[src/rtl/pack_stable_synchronizer.sv]
// Brings an asynchronous bus into the CLK domain, accepts a word only once it has been steady,
// counts abandoned candidates, and optionally packs two accepted words per output.
module pack_stable_synchronizer #(
  parameter int WIDTH         = 13,
  parameter int SYNC_STAGES   = 2,
  parameter int STABLE_CYCLES = 3,
  parameter int PACK          = 1,
  parameter int GLITCH_W      = 16
) (
  input  logic                        CLK,
  input  logic                        RESET,
  input  logic [WIDTH-1:0]            ASYNC_IN,
  input  logic                        ENABLE,
  output logic [(PACK+1)*WIDTH-1:0]   SYNC_OUT,
  output logic                        SYNC_VALID,
  output logic                        PHASE,
  output logic [GLITCH_W-1:0]         GLITCH_COUNT
);

  localparam int CNT_W = (STABLE_CYCLES < 1) ? 1 : $clog2(STABLE_CYCLES + 1);
  localparam logic [CNT_W-1:0] CNT_MAX = CNT_W'(STABLE_CYCLES);

  (* ASYNC_REG = "TRUE" *) logic [WIDTH-1:0] sync_q [SYNC_STAGES];
  logic [WIDTH-1:0]    p_q;
  logic [WIDTH-1:0]    acc_q;
  logic [CNT_W-1:0]    cnt_q, cnt_d;
  logic [GLITCH_W-1:0] glitch_q, glitch_d;
  logic [WIDTH-1:0]    s;
  logic                accept;
  logic                glitch;

  function automatic logic [GLITCH_W-1:0] sat_inc(input logic [GLITCH_W-1:0] v);
    return (&v) ? v : v + 1'b1;
  endfunction

  assign s = sync_q[SYNC_STAGES-1];

  // Stage boundary: metastability chain into the CLK domain
  always_ff @(posedge CLK) begin
    if (RESET) begin
      for (int i = 0; i < SYNC_STAGES; i++) sync_q[i] <= '0;
    end else begin
      sync_q[0] <= ASYNC_IN;
      for (int i = 1; i < SYNC_STAGES; i++) sync_q[i] <= sync_q[i-1];
    end
  end

  // Acceptance fires on the edge where the count reaches saturation, so the output
  // registers at edge SYNC_STAGES+STABLE_CYCLES; saturated words wait for ENABLE.
  always_comb begin
    cnt_d    = cnt_q;
    glitch_d = glitch_q;
    if (s != p_q)              cnt_d = '0;
    else if (cnt_q != CNT_MAX) cnt_d = cnt_q + 1'b1;
    accept = ENABLE && (s == p_q) && (cnt_d == CNT_MAX) && (s != acc_q);
    glitch = (s != p_q) && (p_q != acc_q) && (cnt_q < CNT_MAX);
    if (glitch) glitch_d = sat_inc(glitch_q);
  end

  // Stage boundary: qualification state
  always_ff @(posedge CLK) begin
    if (RESET) begin
      p_q      <= '0;
      cnt_q    <= '0;
      acc_q    <= '0;
      glitch_q <= '0;
    end else begin
      p_q      <= s;
      cnt_q    <= cnt_d;
      glitch_q <= glitch_d;
      if (accept) acc_q <= s;
    end
  end

  assign GLITCH_COUNT = glitch_q;

  generate
    if (PACK == 0) begin : g_single
      logic [WIDTH-1:0] out_q;
      logic             vld_q;

      always_ff @(posedge CLK) begin
        if (RESET) begin
          out_q <= '0;
          vld_q <= 1'b0;
        end else begin
          vld_q <= accept;
          if (accept) out_q <= s;
        end
      end

      assign SYNC_OUT   = out_q;
      assign SYNC_VALID = vld_q;
      assign PHASE      = 1'b0;
    end else begin : g_pack
      typedef enum logic {LOW = 1'b0, HIGH = 1'b1} pack_state_t;
      pack_state_t        state_q;
      logic [WIDTH-1:0]   low_q;
      logic [2*WIDTH-1:0] out_q;
      logic               vld_q;

      always_ff @(posedge CLK) begin
        if (RESET) begin
          state_q <= LOW;
          low_q   <= '0;
          out_q   <= '0;
          vld_q   <= 1'b0;
        end else begin
          vld_q <= 1'b0;
          case (state_q)
            LOW: if (accept) begin
              low_q   <= s;
              state_q <= HIGH;
            end
            HIGH: if (accept) begin
              out_q   <= {s, low_q};
              vld_q   <= 1'b1;
              state_q <= LOW;
            end
            default: state_q <= LOW;
          endcase
        end
      end

      assign SYNC_OUT   = out_q;
      assign SYNC_VALID = vld_q;
      assign PHASE      = (state_q == HIGH);
    end
  endgenerate

endmodule

[config.mk]
export PLATFORM = sky130hd
export DESIGN_NAME = pack_stable_synchronizer
export DESIGN_NICKNAME = d
export VERILOG_FILES = /design/src/rtl/pack_stable_synchronizer.sv
export SDC_FILE = /design/constraint.sdc
export NUM_CORES = 1
export LEC_CHECK = 0
export BUFFER_PORTS_ARGS = -buffer_cell sky130_fd_sc_hd__buf_2
export CAP_MARGIN = 20
export CORE_MARGIN = 2
export CORE_UTILIZATION = 57
export DETAILED_ROUTE_END_ITERATION = 7
export GPL_TIMING_DRIVEN = 0
export PLACE_DENSITY_LB_ADDON = 0.2
export SETUP_SLACK_MARGIN = 0.2
export SYNTH_ARGS = -nofsm -noshare
export SYNTH_HDL_FRONTEND = slang
export SYNTH_SLANG_ARGS = --single-unit
[constraint.sdc]
create_clock -name CLK -period 4.8 [get_ports CLK]
set_clock_uncertainty 0.2 [all_clocks]
set_input_delay 0.24 -clock CLK [delete_from_list [all_inputs] [get_ports CLK]]
set_output_delay 0.24 -clock CLK [all_outputs]
set_load 0.02 [all_outputs]
==> results of run 1 <==
final cells by class:
type	count	area (um2)	area share
Sequential cell	111	2220	0.434
Multi-Input combinational cell	293	2040	0.399
Timing Repair Buffer	72	425	0.0832
Clock buffer	9	124	0.0242
Tap cell	99	124	0.0242
Buffer	20	90.1	0.0176
Clock inverter	7	81.3	0.0159
Inverter	2	7.51	0.00147
cell families (layout without fill, tap and decap cells):
logic type      Yosys count  count (layout)  synth area share
xor+xnor                 39              39            0.0783
compound gates            7               7            0.0155
mux                      65              65             0.154
simple gates            179             179             0.212
buf+inv                  22             110            0.0224
fa+ha+maj                 3               3           0.00861
flops                   111             111             0.510
report_power, final:
| group | leakage (nW) | internal (mW) | switching, mW | total [mW] |
|---|---|---|---|---|
| Sequential | 0.901 | 0.938 | 0.0198 | 0.958 |
| Clock | 0.104 | 0.210 | 0.353 | 0.563 |
| Combinational | 1.06 | 0.0485 | 0.0577 | 0.106 |
| Total | 2.07 | 1.20 | 0.430 | 1.63 |
cells in the mapped netlist (all sizes together):
cell	n	share of area
or3	2	0.0029
nor4	8	0.011
nor2	71	0.061
a211oi	1	0.0017
or4	2	0.0034
nor3b	1	0.0017
ha	3	0.0086
mux2i	53	0.12
nor2b	51	0.073
clkbuf	9	0.0077
buf	11	0.013
xnor2	20	0.040
nor3	10	0.013
inv	2	0.0017
o41ai	1	0.0063
nand4	9	0.013
o31ai	1	0.0017
nand3	9	0.010
nand2	9	0.0077
a21oi	2	0.0023
nand2b	2	0.0029
and3	5	0.012
o21ba	1	0.0023
xor2	19	0.038
dfxtp	111	0.51
o21ai	1	0.0011
mux2	12	0.032
worst max-delay path: stages (launching register included):
cell and delay (ns):
dfxtp_1 0.51, xnor2_1 0.18, nand4_1 0.10, nor4_1 0.25, nand4_1 0.31, nor3_2 0.65, buf_6 0.27, ha_1 0.16
clkbuf_1 0.41, buf_1 0.63, mux2i_1 0.27, nor2_1 0.06
flip-flops by register name, indices dropped and copies added (netlist names):
signal	flops
SYNC_OUT	26
sync_q	26
GLITCH_COUNT	16
acc_q	13
g_pack.low_q	13
p_q	13
cnt_q	2
PHASE	1
SYNC_VALID	1
routing by layer:
layer | up-vias | wire length, um | share of wire | global-route usage
met5 | - | 0 | 0 | 0
met4 | 0 | 115 | 0.013 | 0.0619
met3 | 11 | 404 | 0.045 | 0.0614
met2 | 72 | 4280 | 0.47 | 0.385
met1 | 1509 | 4240 | 0.47 | 0.303
li1 | 1584 | - | - | -
metrics by stage:
stage / util / setup slack [ns] / area, um2 / std cells
finish: 0.698 / 0.658 / 5110 / 613
global route: 0.698 / 0.239 / 5110 / 613
CTS: 0.698 / 0.664 / 5110 / 613
detailed placement: 0.652 / 0.698 / 4780 / 584
global placement: 0.652 / 0.720 / 4780 / 584
floorplan: - / 1.48 / 4360 / 426
how the worst min path moves through the flow:
stage / from / endpoint / slack (ns) / depth (start not counted)
final: RESET / GLITCH_COUNT[0]$_SDFFE_PP0P_ / 0.09 / 3
after global routing: RESET / GLITCH_COUNT[15]$_SDFFE_PP0P_ / 0.11 / 3
after CTS: RESET / GLITCH_COUNT[0]$_SDFFE_PP0P_ / 0.08 / 3
after detailed placement: sync_q[0][0]$_SDFF_PP0_ / sync_q[0][13]$_SDFF_PP0_ / 0.23 / 1
after global placement: sync_q[0][0]$_SDFF_PP0_ / sync_q[0][13]$_SDFF_PP0_ / 0.22 / 1
after floorplan: ASYNC_IN[0] / sync_q[0][0]$_SDFF_PP0_ / 0.17 / 1
timing repair:
item | CTS | global route
hold buffers | 13 | 0
hold endpoints to repair | 13 | 0
endpoints found under the setup margin | 0 | 0
==> flow_metrics.py, run 1 <==
metrics = {
    "synth": {
        "ys_seq_area_frac": 0.510,
        "yosys_warnings": 0,
        "synth_nets": 445,
        "synthDistinctLibCells": 31,
        "syn_inst": 426,
        "ys_seq_elements": 111,
        "synth.avg_cell_area_um2": 10.2,
        "syn-cell-area_um2": 4360,
    },
    "worst_setup_path": {
        "worstPathMaxFanout": 11,
        "r2r-start": "sync_q[0][21]$_SDFF_PP0_",
        "timing.rr.end": "SYNC_OUT[24]$_SDFFE_PP0P_",
        "critPathLaunch": "sync_q[0][21]$_SDFF_PP0_",
        "ff2ff_setup_slack_ns": 0.66,
        "startpoint_type": "register",
        "reg2reg_depth": 11,
        "worstSetupPathType": "register to register",
        "worstPathArrival_ns": 4.21,
        "end_kind": "register",
        "crit_end": "SYNC_OUT[24]$_SDFFE_PP0P_",
        "required_ns": 4.87,
    },
    "drt": {
        "wl_per_cell_um": 14.8,
        "viasPerCell": 5.18,
        "drtAntennaViolNets": 0,
        "first_pass_iters": 4,
        "via_count": 3176,
        "drt-initial-drc-count": 157,
        "finalWirelength_um": 9040,
        "remaining_drc_errors": 0,
    },
    "sta": {
        "slew_headroom": 0.503,
        "setup_viol": 0,
        "post-route-period-util": 0.863,
        "drv_slew": 0,
        "rsz0062_at_grt": "false",
        "whs_ns": 0.0881,
        "worstMarginPinSlew_ns": 0.746,
        "tns_ns": 0,
        "period_minus_slack_ns": 4.14,
        "hold_violations": 0,
        "clock.fmax_mhz": 241,
    },
    "power_and_ir_drop": {
        "power.density_nw_per_um2": 318,
        "p_leak_nw": 2.07,
        "p_total_mw": 1.63,
        "ir_drop_mv": 0.230,
    },
    "global_route": {
        "grt.total_usage": 0.233,
        "grt_pass1_wl_um": 15400,
        "grt_start_max_net_pins": 23,
        "grt_pass1_vias": 3151,
        "antenna_found_initial": 0,
        "grt.overflow.total": 0,
    },
    "place": {
        "gp_congestion": 0.847,
        "portBuffers": 59,
        "hpwlAfterDp_um": 6420,
    },
    "clock_tree": {
        "insertion_delay_ns": 0.39,
        "clock_path_buffers": 2,
        "post_cts_resized": 0,
        "post_cts_buffers": 0,
        "tritoncts": "built",
        "root_buffer": "clkbuf_8",
        "cts_sinks": 111,
        "cts_buffers": 9,
        "cts_htree_levels": 3,
        "clk_pin_slew_worst_paths_ns": 0.11,
    },
    "cells_and_area": {
        "nFillCells": 590,
        "drive_above_1_share": 0.187,
        "syn_to_final_growth_pct": 17.3,
        "final_cell_mix": "dfxtp_1 (111), nor2_1 (71), buf_2 (59)",
        "antennaDiodeCount": 0,
        "nets": 528,
        "mostFrequentLayoutCell": "dfxtp_1",
    },
    "min_path": {
        "min_path_type": "primary input to register",
    },
    "floorplanning": {
        "core_area_um2": 7330,
        "die_area_um2": 8370,
        "start_util": 0.595,
        "dieHeight_um": 91.5,
        "fp.dieW_um": 91.5,
        "ios": 60,
        "core.rowCount": 31,
    },
    "job": {
        "maxCapViolCount": 0,
    },
    "outcome": {
        "status": "complete, no violations",
    },
}
Power figures use the tool's default switching activity.
==> run 2: changes to the inputs <==
HOLD_SLACK_MARGIN = 0.05   (was not set)
REMOVE_ABC_BUFFERS = 1   (was not set)
==> flow_metrics.py, run 2 (synthesis results as in run 1) <==
metrics = {
    "worst_setup_path": {
        "slowest_delay_ns": 0.93,
        "crit_buf_inv": 0,
        "worstPathMaxFanout": 26,
        "crit_family": "simple AND/OR/NAND/NOR gates",
        "crit_chain": "xnor2_1 -> nand4_1 -> nor4_1 -> nand4_1 -> nor3_4 -> ha_2 -> mux2i_1 -> nor2_1",
        "worstSetupPathType": "register to register",
        "worstPathArrival_ns": 3.81,
        "required_ns": 4.85,
        "end_kind": "register",
        "crit_path_top_delay_cell": "ha_2",
        "startpoint_type": "register",
        "path_common_cell": "nand4_1",
    },
    "place": {
        "hpwlAfterDp_um": 4920,
        "dpl_worst_slack_ns": 0.973,
        "placed_area_um2": 4730,
        "portBuffers": 59,
        "post-place-cells": 565,
        "gp_congestion": 0.806,
    },
    "floorplanning": {
        "start_util": 0.595,
        "ios": 60,
        "core_area_um2": 7330,
        "core.rowCount": 31,
        "die_area_um2": 8370,
        "dieHeight_um": 91.5,
        "fp.dieW_um": 91.5,
    },
    "min_path": {
        "min_path_type": "primary input to register",
    },
    "power_and_ir_drop": {
        "p_leak_nw": 2.05,
        "pwr-share-seq": 0.586,
        "power_frac_clock": 0.354,
        "p_switching_mw": 0.361,
        "switching_share": 0.221,
        "ir_drop_mv": 0.237,
        "power_frac_comb": 0.060,
        "intPower_mw": 1.27,
        "power.density_nw_per_um2": 321,
    },
    "clock_tree": {
        "cts_buffers": 9,
        "post_cts_buffers": 0,
        "clk_pin_slew_worst_paths_ns": 0.10,
        "cts_sinks": 111,
        "root_buffer": "clkbuf_8",
        "cts_htree_levels": 3,
        "insertion_delay_ns": 0.36,
        "tritoncts": "built",
        "clock_path_buffers": 2,
    },
    "drt": {
        "via_count": 3008,
        "first_pass_iters": 4,
        "wl_per_cell_um": 12.5,
        "remaining_drc_errors": 0,
        "viasPerCell": 5.06,
        "finalWirelength_um": 7430,
        "drt-initial-drc-count": 89,
        "drtAntennaViolNets": 0,
    },
    "cells_and_area": {
        "drive_above_1_share": 0.194,
        "nets": 509,
        "antennaDiodeCount": 0,
        "mostFrequentLayoutCell": "dfxtp_1",
        "syn_to_final_growth_pct": 16.4,
        "layout.cells.non_filler": 594,
        "design_area_um2": 5070,
        "final_cell_mix": "dfxtp_1 (111), nor2_1 (71), buf_2 (58)",
    },
    "sta": {
        "period_minus_slack_ns": 3.77,
        "whs_ns": 0.140,
        "setup_viol": 0,
        "post-route-period-util": 0.785,
        "layout_setup_ws_ns": 1.03,
        "clock.fmax_mhz": 265,
        "rsz0062_at_grt": "false",
        "drv_slew": 0,
        "hold_violations": 0,
        "slew_headroom": 0.375,
        "tns_ns": 0,
        "worstMarginPinSlew_ns": 0.934,
    },
    "global_route": {
        "top_usage_layer": "met2",
        "use_met1": 0.223,
        "grt.overflow.total": 0,
        "grt_pass1_vias": 2825,
        "global_route.usage.met3": 0.0523,
        "grt_start_max_net_pins": 72,
        "antenna_found_initial": 0,
        "use_met2": 0.320,
        "grt.total_usage": 0.186,
        "grt_pass1_wl_um": 12600,
    },
    "outcome": {
        "status": "complete, no violations",
    },
    "job": {
        "maxCapViolCount": 0,
    },
}
## run 2: cell count changes in the layout (fill, tap and decap cells not counted), sizes merged
cell / previous run / this run
bufinv: 0 / 1
clkinvlp: 0 / 1
clkinv: 2 / 1
clkbuf: 18 / 12
inv: 7 / 3
buf: 70 / 60
## run 2: worst paths after layout
check / depth (start not counted) / slack, ns / startpoint / end
setup reg to reg: 8 / 1.03 / sync_q[0][21]$_SDFF_PP0_ / SYNC_OUT[4]$_SDFFE_PP0P_
hold / removal: 2 / 0.14 / RESET / g_pack.low_q[9]$_SDFFE_PP0P_
setup / recovery: 8 / 1.03 / sync_q[0][21]$_SDFF_PP0_ / SYNC_OUT[4]$_SDFFE_PP0P_
hold reg to reg: 1 / 0.24 / sync_q[0][4]$_SDFF_PP0_ / sync_q[0][17]$_SDFF_PP0_
## run 2: per-stage QoR
stage | total power [mW] | util
finish | 1.63 | 0.692
global route | 1.71 | 0.692
CTS | 1.65 | 0.692
detailed placement | 1.07 | 0.645
global placement | 1.06 | 0.640
floorplan | 1.03 | -
## run 2: final cells by class
cell class,instances,area (um2)
clock buffers,12,165
clock inverters,4,51.3
fillers,597,2260
inverters,2,7.51
multi-input cells,293,2050
flip-flops and latches,111,2220
well taps,99,124
repair buffers,73,455
## run 2: repair_timing
action,in CTS,in global routing
hold endpoints to repair,13,0
hold buffers,13,0
resized for setup,0,0
## run 2: power groups by stage
stage	clock network, mW	logic (mW)	registers, mW
floorplan	0	0.0490	0.977
global route	0.639	0.108	0.958
detailed placement	0	0.0901	0.977
CTS	0.597	0.0986	0.955
global placement	0	0.0861	0.976
finish	0.578	0.0972	0.955
## run 2: metal layers
layer | vias to the layer above | share of wire
li1 | 1550 | -
met1 | 1408 | 0.45
met2 | 44 | 0.50
met3 | 6 | 0.035
met4 | 0 | 0.013
met5 | - | 0
